==> src/rtl/hero_pkg.sv <==
// Shared types and screen geometry for the hero motion controller and its bomb timer.
package hero_pkg;

  typedef enum logic [1:0] {
    B_IDLE,
    B_FUSE,
    B_BLAST
  } bomb_state_t;

  localparam int X_PIXELS    = 635;
  localparam int Y_PIXELS    = 475;
  localparam int CHAR_HALF_X = 13;
  localparam int CHAR_HALF_Y = 28;
  localparam int BOMB_HALF   = 10;

  function automatic logic [10:0] ext11(input logic [9:0] v);
    return {1'b0, v};
  endfunction

endpackage

==> src/rtl/hero_motion_ctrl_if.sv <==
// Key/collision inputs and position/bomb outputs shared between the hero controller and the level renderers.
interface hero_motion_ctrl_if;

  logic       frame_tick;
  logic       key_left;
  logic       key_right;
  logic       key_up;
  logic       key_down;
  logic       f_key;
  logic       coll;
  logic [9:0] char_pos_x;
  logic [9:0] char_pos_y;
  logic [9:0] bomb_pos_x;
  logic [9:0] bomb_pos_y;
  logic [3:0] b_cnt;

  modport master (
    output frame_tick, key_left, key_right, key_up, key_down, f_key, coll,
    input  char_pos_x, char_pos_y, bomb_pos_x, bomb_pos_y, b_cnt
  );

  modport slave (
    input  frame_tick, key_left, key_right, key_up, key_down, f_key, coll,
    output char_pos_x, char_pos_y, bomb_pos_x, bomb_pos_y, b_cnt
  );

endinterface

==> src/rtl/hero_bomb_timer.sv <==
// Bomb FSM: arms on an f_key rising edge, counts fuse frames, then holds the explosion phase.
module hero_bomb_timer #(
  parameter int BOMB_TICKS     = 30,
  parameter int EXPLODE_CNT    = 3,
  parameter int EXPLODE_FRAMES = 20,
  parameter int BOMB_DY        = 18
) (
  input  logic       clk,
  input  logic       rst_n,
  input  logic       frame_tick,
  input  logic       f_key,
  input  logic [9:0] char_pos_x,
  input  logic [9:0] char_pos_y,
  output logic [9:0] bomb_pos_x,
  output logic [9:0] bomb_pos_y,
  output logic [3:0] b_cnt
);
  import hero_pkg::*;

  localparam logic [7:0] FUSE_LAST  = 8'(BOMB_TICKS - 1);
  localparam logic [7:0] BLAST_LAST = 8'(EXPLODE_FRAMES - 1);
  localparam logic [3:0] CNT_BLAST  = 4'(EXPLODE_CNT);
  localparam logic [9:0] DY         = 10'(BOMB_DY);

  bomb_state_t state;
  logic        f_key_q;
  logic [7:0]  frame_cnt;

  // Edges outside B_IDLE fall through untouched, so a held or repeated key never re-arms.
  always_ff @(posedge clk or negedge rst_n) begin
    if (!rst_n) begin
      state      <= B_IDLE;
      f_key_q    <= 1'b0;
      frame_cnt  <= '0;
      b_cnt      <= '0;
      bomb_pos_x <= '0;
      bomb_pos_y <= '0;
    end else begin
      f_key_q <= f_key;
      case (state)
        B_IDLE: begin
          if (f_key && !f_key_q) begin
            bomb_pos_x <= char_pos_x;
            bomb_pos_y <= char_pos_y + DY;
            b_cnt      <= 4'd1;
            frame_cnt  <= '0;
            state      <= B_FUSE;
          end
        end
        B_FUSE: begin
          if (frame_tick) begin
            if (frame_cnt == FUSE_LAST) begin
              frame_cnt <= '0;
              b_cnt     <= b_cnt + 4'd1;
              if (b_cnt + 4'd1 == CNT_BLAST)
                state <= B_BLAST;
            end else begin
              frame_cnt <= frame_cnt + 8'd1;
            end
          end
        end
        B_BLAST: begin
          if (frame_tick) begin
            if (frame_cnt == BLAST_LAST) begin
              frame_cnt <= '0;
              b_cnt     <= '0;
              state     <= B_IDLE;
            end else begin
              frame_cnt <= frame_cnt + 8'd1;
            end
          end
        end
        default: state <= B_IDLE;
      endcase
    end
  end

endmodule

==> src/rtl/hero_motion_ctrl.sv <==
// Hero movement with per-frame collision revert and screen-edge guards; bomb handled by hero_bomb_timer.
// Optional HERO_GRAVITY_EN: hero falls unless key_up lifts it, key_down is ignored.
module hero_motion_ctrl #(
  parameter int START_X        = 320,
  parameter int START_Y        = 200,
  parameter int STEP           = 2,
  parameter int BOMB_TICKS     = 30,
  parameter int EXPLODE_CNT    = 3,
  parameter int EXPLODE_FRAMES = 20,
  parameter int BOMB_DY        = 18
) (
  input  logic               clk,
  input  logic               rst_n,
  hero_motion_ctrl_if.slave  bus
);
  import hero_pkg::*;

  localparam logic [9:0]  START_X_V  = 10'(START_X);
  localparam logic [9:0]  START_Y_V  = 10'(START_Y);
  localparam logic [9:0]  STEP_V     = 10'(STEP);
  localparam logic [10:0] LEFT_MIN   = 11'(STEP + CHAR_HALF_X + 1);
  localparam logic [10:0] RIGHT_ADD  = 11'(STEP + CHAR_HALF_X);
  localparam logic [10:0] RIGHT_MAX  = 11'(X_PIXELS - 1);
  localparam logic [10:0] TOP_MIN    = 11'(STEP + CHAR_HALF_Y + 1);
  localparam logic [10:0] BOTTOM_ADD = 11'(STEP + CHAR_HALF_Y);
  localparam logic [10:0] BOTTOM_MAX = 11'(Y_PIXELS - 1);

  logic [9:0] char_x, char_y;
  logic [9:0] prev_x, prev_y;
  logic [9:0] next_x, next_y;
  logic       coll_seen;
  logic       go_left, go_right, go_up, go_down;
  logic       left_ok, right_ok, up_ok, down_ok;

  assign go_left  = bus.key_left  && !bus.key_right;
  assign go_right = bus.key_right && !bus.key_left;
`ifdef HERO_GRAVITY_EN
  assign go_up    = bus.key_up;
  assign go_down  = !bus.key_up;
`else
  assign go_up    = bus.key_up   && !bus.key_down;
  assign go_down  = bus.key_down && !bus.key_up;
`endif

  // Edge tests are rearranged so no term can go negative in the 11-bit compare.
  assign left_ok  = ext11(char_x) >= LEFT_MIN;
  assign right_ok = ext11(char_x) + RIGHT_ADD <= RIGHT_MAX;
  assign up_ok    = ext11(char_y) >= TOP_MIN;
  assign down_ok  = ext11(char_y) + BOTTOM_ADD <= BOTTOM_MAX;

  always_comb begin
    next_x = char_x;
    next_y = char_y;
    if (go_right && right_ok)
      next_x = char_x + STEP_V;
    else if (go_left && left_ok)
      next_x = char_x - STEP_V;
    if (go_down && down_ok)
      next_y = char_y + STEP_V;
    else if (go_up && up_ok)
      next_y = char_y - STEP_V;
  end

  // A collision seen anywhere in the ending frame, including on the tick itself, undoes the last move.
  always_ff @(posedge clk or negedge rst_n) begin
    if (!rst_n) begin
      char_x    <= START_X_V;
      char_y    <= START_Y_V;
      prev_x    <= START_X_V;
      prev_y    <= START_Y_V;
      coll_seen <= 1'b0;
    end else if (bus.frame_tick) begin
      coll_seen <= 1'b0;
      if (coll_seen || bus.coll) begin
        char_x <= prev_x;
        char_y <= prev_y;
      end else begin
        prev_x <= char_x;
        prev_y <= char_y;
        char_x <= next_x;
        char_y <= next_y;
      end
    end else if (bus.coll) begin
      coll_seen <= 1'b1;
    end
  end

  assign bus.char_pos_x = char_x;
  assign bus.char_pos_y = char_y;

  hero_bomb_timer #(
    .BOMB_TICKS     (BOMB_TICKS),
    .EXPLODE_CNT    (EXPLODE_CNT),
    .EXPLODE_FRAMES (EXPLODE_FRAMES),
    .BOMB_DY        (BOMB_DY)
  ) u_bomb (
    .clk        (clk),
    .rst_n      (rst_n),
    .frame_tick (bus.frame_tick),
    .f_key      (bus.f_key),
    .char_pos_x (char_x),
    .char_pos_y (char_y),
    .bomb_pos_x (bus.bomb_pos_x),
    .bomb_pos_y (bus.bomb_pos_y),
    .b_cnt      (bus.b_cnt)
  );

endmodule

==> src/flat_wrapper.sv <==
// flat-port wrapper written by rule: the top's interface ports become plain ports
module hero_motion_ctrl_flat import hero_pkg::*;
#(
  parameter int START_X        = 320,
  parameter int START_Y        = 200,
  parameter int STEP           = 2,
  parameter int BOMB_TICKS     = 30,
  parameter int EXPLODE_CNT    = 3,
  parameter int EXPLODE_FRAMES = 20,
  parameter int BOMB_DY        = 18
)
  (clk, rst_n, bus_frame_tick, bus_key_left, bus_key_right, bus_key_up, bus_key_down, bus_f_key, bus_coll, bus_char_pos_x, bus_char_pos_y, bus_bomb_pos_x, bus_bomb_pos_y, bus_b_cnt);
  hero_motion_ctrl_if bus_i ();
  input  logic clk;
  input  logic rst_n;
  input wire logic [$bits(bus_i.frame_tick)-1:0] bus_frame_tick;
  input wire logic [$bits(bus_i.key_left)-1:0] bus_key_left;
  input wire logic [$bits(bus_i.key_right)-1:0] bus_key_right;
  input wire logic [$bits(bus_i.key_up)-1:0] bus_key_up;
  input wire logic [$bits(bus_i.key_down)-1:0] bus_key_down;
  input wire logic [$bits(bus_i.f_key)-1:0] bus_f_key;
  input wire logic [$bits(bus_i.coll)-1:0] bus_coll;
  output wire logic [$bits(bus_i.char_pos_x)-1:0] bus_char_pos_x;
  output wire logic [$bits(bus_i.char_pos_y)-1:0] bus_char_pos_y;
  output wire logic [$bits(bus_i.bomb_pos_x)-1:0] bus_bomb_pos_x;
  output wire logic [$bits(bus_i.bomb_pos_y)-1:0] bus_bomb_pos_y;
  output wire logic [$bits(bus_i.b_cnt)-1:0] bus_b_cnt;
  assign bus_i.frame_tick = bus_frame_tick;
  assign bus_i.key_left = bus_key_left;
  assign bus_i.key_right = bus_key_right;
  assign bus_i.key_up = bus_key_up;
  assign bus_i.key_down = bus_key_down;
  assign bus_i.f_key = bus_f_key;
  assign bus_i.coll = bus_coll;
  assign bus_char_pos_x = bus_i.char_pos_x;
  assign bus_char_pos_y = bus_i.char_pos_y;
  assign bus_bomb_pos_x = bus_i.bomb_pos_x;
  assign bus_bomb_pos_y = bus_i.bomb_pos_y;
  assign bus_b_cnt = bus_i.b_cnt;
  hero_motion_ctrl #(.START_X(START_X), .START_Y(START_Y), .STEP(STEP), .BOMB_TICKS(BOMB_TICKS), .EXPLODE_CNT(EXPLODE_CNT), .EXPLODE_FRAMES(EXPLODE_FRAMES), .BOMB_DY(BOMB_DY)) u_core (.clk(clk), .rst_n(rst_n), .bus(bus_i));
endmodule
==> config.mk <==
export PLATFORM = sky130hd
export DESIGN_NAME = hero_motion_ctrl_flat
export DESIGN_NICKNAME = d
export VERILOG_FILES = /design/src/rtl/hero_pkg.sv /design/src/rtl/hero_motion_ctrl_if.sv /design/src/rtl/hero_bomb_timer.sv /design/src/rtl/hero_motion_ctrl.sv /design/src/flat_wrapper.sv
export SDC_FILE = /design/constraint.sdc
export NUM_CORES = 1
export LEC_CHECK = 0
export ABC_AREA = 0
export CORE_MARGIN = 3
export CORE_UTILIZATION = 57
export CTS_CLUSTER_DIAMETER = 80
export DETAILED_ROUTE_END_ITERATION = 6
export MAX_ROUTING_LAYER = met4
export PLACE_DENSITY = 0.81
export SLEW_MARGIN = 20
export SYNTH_ARGS = -nofsm -noshare
export SYNTH_HDL_FRONTEND = slang
export SYNTH_SLANG_ARGS = --single-unit
==> constraint.sdc <==
create_clock -name clk -period 4.4 [get_ports clk]
set_input_delay 0.66 -clock clk [delete_from_list [all_inputs] [get_ports clk]]
set_output_delay 0.66 -clock clk [all_outputs]
set_load 0.005 [all_outputs]
==> results of run 1 <==
[sequential cells by signal, indices dropped and copies added, names as in the netlist]
register	cells
u_core.bus.char_pos_x	10
u_core.prev_y	10
u_core.coll_seen	1
u_core.u_bomb.f_key_q	1
u_core.u_bomb.frame_cnt	8
u_core.u_bomb.bomb_pos_y	10
u_core.prev_x	10
u_core.u_bomb.state	2
u_core.u_bomb.b_cnt	4
u_core.bus.char_pos_y	10
u_core.u_bomb.bomb_pos_x	10
[critical path, delay by kind of cell, from the launching register on]
kind                       cells  cell delay, ps
buffers and inverters          1             160
and+or+nand+nor                4             970
AOI/OAI and AO/OA              7            1670
adders and majority gates      2             730
DFF                            1             460
[path summary, 6_finish.rpt]
check	slack [ps]	to	cells after the start
max reg2reg	300	u_core.bus.char_pos_x[9]	14
max	300	u_core.bus.char_pos_x[9]	14
min in group clk	480	u_core.u_bomb.bomb_pos_y[6]	2
min	440	u_core.u_bomb.frame_cnt[4]	1
max in group asynchronous	3350	u_core.coll_seen	1
min reg2reg	480	u_core.u_bomb.bomb_pos_y[6]	2
[synth_stat cells (2+ instances only)]
cell type   n  area [um2]
a21o_1      3       22.52
nand2_1    52       195.2
mux2_2     30       337.8
ha_1       27       337.8
o211ai_1    3       22.52
a21oi_1    23       115.1
or2_2       5       31.28
nor2b_1     3       18.77
xor2_1      9       78.83
buf_2       3       15.01
inv_1      19       71.32
a211oi_1    3       22.52
and3_1      8       50.05
dfstp_2    10       262.8
nor3_1      8       40.04
o31ai_1    10       75.07
nand3b_1    2       15.01
fa_1        2       40.04
nand3_1     7       35.03
or3_1       3       18.77
a31oi_1     6       37.54
mux2i_1     5       50.05
o21ai_0    47       235.2
dfrtp_1    66        1652
a211o_1     2       17.52
nor3b_1     2       15.01
nand2b_1    9       56.30
nor2_1     36       135.1
nor4_1      3       18.77
o21bai_1    2       15.01
nand4_1     3       18.77
buf_4       2       15.01
xnor2_1    16       140.1
o41ai_1     2       17.52
or4_1       2       15.01
clkbuf_1   16       60.06
[routing by layer]
metal  GRT usage (%)  vias up
li1                -     1779
met1           31.66     1790
met2           38.72       87
met3           5.841        6
met4           5.569        0
met5               -        -
[cell usage in the layout (no fill, tap or decap), types with 3 or more instances in the layout]
master	count
nand2_1	52
inv_1	19
and3_1	8
a31oi_1	6
o21ai_0	47
clkdlybuf4s50_1	51
ha_1	27
a21o_1	3
nand2b_1	9
mux2i_1	5
nand3_1	7
or2_2	5
nor3_1	8
xnor2_1	16
dfrtp_1	66
xor2_1	9
dfstp_2	10
nor2b_1	3
nand4_1	3
nor2_1	36
a211oi_1	3
or3_1	3
mux2_2	30
o31ai_1	10
o211ai_1	3
a21oi_1	23
clkbuf_8	12
buf_4	5
nor4_1	3
[power groups by stage]
stage	clock, uW	combinational (uW)	sequential, uW
2_1_floorplan	0	1360	1250
3_3_place_gp	0	1910	1330
3_5_place_dp	0	1960	1360
4_1_cts	517	1980	1340
5_1_grt	546	2250	1400
6_report	504	1990	1350
[repair_timing]
item                                    in CTS  in global routing
hold buffers                                 0                  0
gates resized for setup                      0                  1
endpoints found under the setup margin       0                  1
[through the flow]
step | cells | util (%) | setup WS [ps]
floorplan | 475 | - | 582.2
global placement | 607 | 68.49 | 566.7
detailed placement | 607 | 68.49 | 299.0
CTS | 623 | 71.00 | 234.7
global route | 624 | 71.32 | -89.16
finish | 624 | 71.32 | 300.0
[kinds of logic after synthesis]
kind of cell,after synthesis,share of synthesized area [%]
AO/OA/AOI/OAI,117,16.40
XOR/XNOR,25,4.808
flip-flops,76,42.03
AND/OR/NAND/NOR,151,16.21
adder cells (fa/ha/maj),29,8.297
multiplexers,35,8.516
buffers and inverters,42,3.736
[layout make-up]
class / count / area [um2] / area share, %
inverters: 19 / 71.32 / 1.336
flip-flops and latches: 76 / 1914 / 35.86
well taps: 99 / 123.9 / 2.320
clock buffers: 13 / 168.9 / 3.164
clock inverters: 3 / 18.77 / 0.3515
repair buffers: 57 / 563.0 / 10.55
multi-input cells: 357 / 2479 / 46.43
==> impl_metrics.py, run 1 <==
metrics = {
    "run_status": {
        "status": "complete, no violations",
    },
    "power_and_ir_drop": {
        "power_switching_share_pct": 40.11,
        "power_frac_clock_pct": 13.1,
        "cellLeakagePower_uw": 0.002284,
        "p_total_uw": 3842,
        "internal_power_uw": 2301,
        "ir_drop_uv": 474.5,
        "switching_power_uw": 1541,
        "p_comb_share_pct": 51.8,
        "power_density_mw_per_mm2": 719.7,
        "p_seq_share_pct": 35.1,
    },
    "setup_path": {
        "required_ps": 4640,
        "cp-startpoint": "u_core.bus.char_pos_x[1]",
        "r2r-start": "u_core.bus.char_pos_x[1]",
        "crit_slowest_cell": "fa_1",
        "arrival_ps": 4340,
        "critical_path.max_stage_delay_ps": 490,
        "cp-end-kind": "register",
        "crit_chain": "inv_1 -> ha_1 -> nor3b_1 -> nor3_1 -> o311ai_2 -> nand4_4 -> fa_1 -> a21o_1 -> a21oi_1 -> o211ai_1 -> o31ai_1 -> nor2b_1 -> o31ai_1 -> a22o_1",
        "worst_setup_path_start_kind": "register",
        "worst-setup-path-type": "reg -> reg",
        "crit_path_frequent_cell": "o31ai_1",
        "path_max_fanout": 12,
    },
    "placed_design": {
        "gp_congestion": 0.9120,
        "hpwl_um": 6819,
        "placed_area_mm2": 0.005127,
        "io_buffer_count": 52,
    },
    "drt": {
        "drt_iter0_markers": 208,
        "avgViaCountPerCell": 5.869,
        "top_layer": "met4",
        "dr.pass1.iters": 4,
        "post-route-drc-count": 0,
        "routed_wl_um": 9895,
        "ant_nets": 0,
        "vias": 3662,
        "wl_met3_um": 529,
        "wl_met1_um": 4466,
        "routedWlPerCell_um": 15.86,
        "wl_met2_um": 4816,
    },
    "cts": {
        "clock_latency_ps": 340,
        "cts-root-buf": "clkbuf_8",
        "cts_tree": "built",
        "cts_buffers": 9,
        "cts_max_path_buffers": 2,
        "cts_setup_buffers": 0,
        "cts.reportedPaths.clkPinSlew_ps": 80,
        "clock-sinks": 76,
        "htree_levels": 3,
    },
    "grt": {
        "overflow": 0,
        "grt_pass1_vias": 3516,
        "grt.total_usage_pct": 24.28,
        "grt_pass1_wl_um": 16950,
        "antenna_found_initial": 0,
        "grt_max_degree": 77,
    },
    "sta": {
        "setup_viol": 0,
        "setup_tns_ps": 0,
        "worst_pin_slew_ps": 939.0,
        "max_freq_mhz": 243.9,
        "clock_skew_ps": 7.254,
        "whs_ps": 439.1,
        "finalHoldViolations": 0,
        "max_slew_margin_pct": 37.25,
        "slew_viol_final": 0,
        "post-route-period-util_pct": 93.18,
        "post-route-min-period_ps": 4100,
    },
    "synthesis": {
        "synth_edf_count": 0,
        "ys_seq_area_share_pct": 42.03,
        "syn_inst": 475,
        "synth_area_per_cell_um2": 9.588,
        "ys.flop_type": "dfrtp_1",
        "yosys_warnings": 0,
        "ys_ff_latch": 76,
        "syn_nets": 513,
        "synth_area_mm2": 0.004554,
        "synth_cell_type_count": 62,
        "async_flop_share_pct": 100.0,
    },
    "flow_run": {
        "cap_violations": 0,
    },
    "floorplan": {
        "num_rows": 31,
        "die_area_mm2": 0.009098,
        "start_util_pct": 60.84,
        "die_y_um": 95.39,
        "core_area_mm2": 0.007486,
        "io_pins": 53,
        "fp.dieW_um": 95.39,
    },
    "cells_and_area": {
        "area_growth_pct": 17.23,
        "design_area_mm2": 0.005339,
        "fin_nets": 558,
        "antenna-diode-count": 0,
        "drive_gt1_share_pct": 14.29,
        "fillers": 566,
    },
    "worst_hold_path": {
        "hp-class": "in -> async",
    },
}
(Power assumes the default switching activity.)
==> run 2: changes to the inputs <==
--- a/config.mk
+++ b/config.mk
@@ -17,2 +17,3 @@
 export SYNTH_HDL_FRONTEND = slang
 export SYNTH_SLANG_ARGS = --single-unit
+export TNS_END_PERCENT = 5
==> constraint.sdc (replaced) <==
create_clock -name clk -period 4.4 [get_ports clk]
set_input_delay 0.66 -clock clk [delete_from_list [all_inputs] [get_ports clk]]
set_output_delay 0.66 -clock clk [all_outputs]
set_load 0.01 [all_outputs]
==> results of run 2 <==
Same layout as run 1 (identical final DEF). Status: complete, no violations.
Among the figures that moved: total power 3842 uW -> 3914 uW; worst IR drop on VDD 474.5 uV -> 483.1 uV
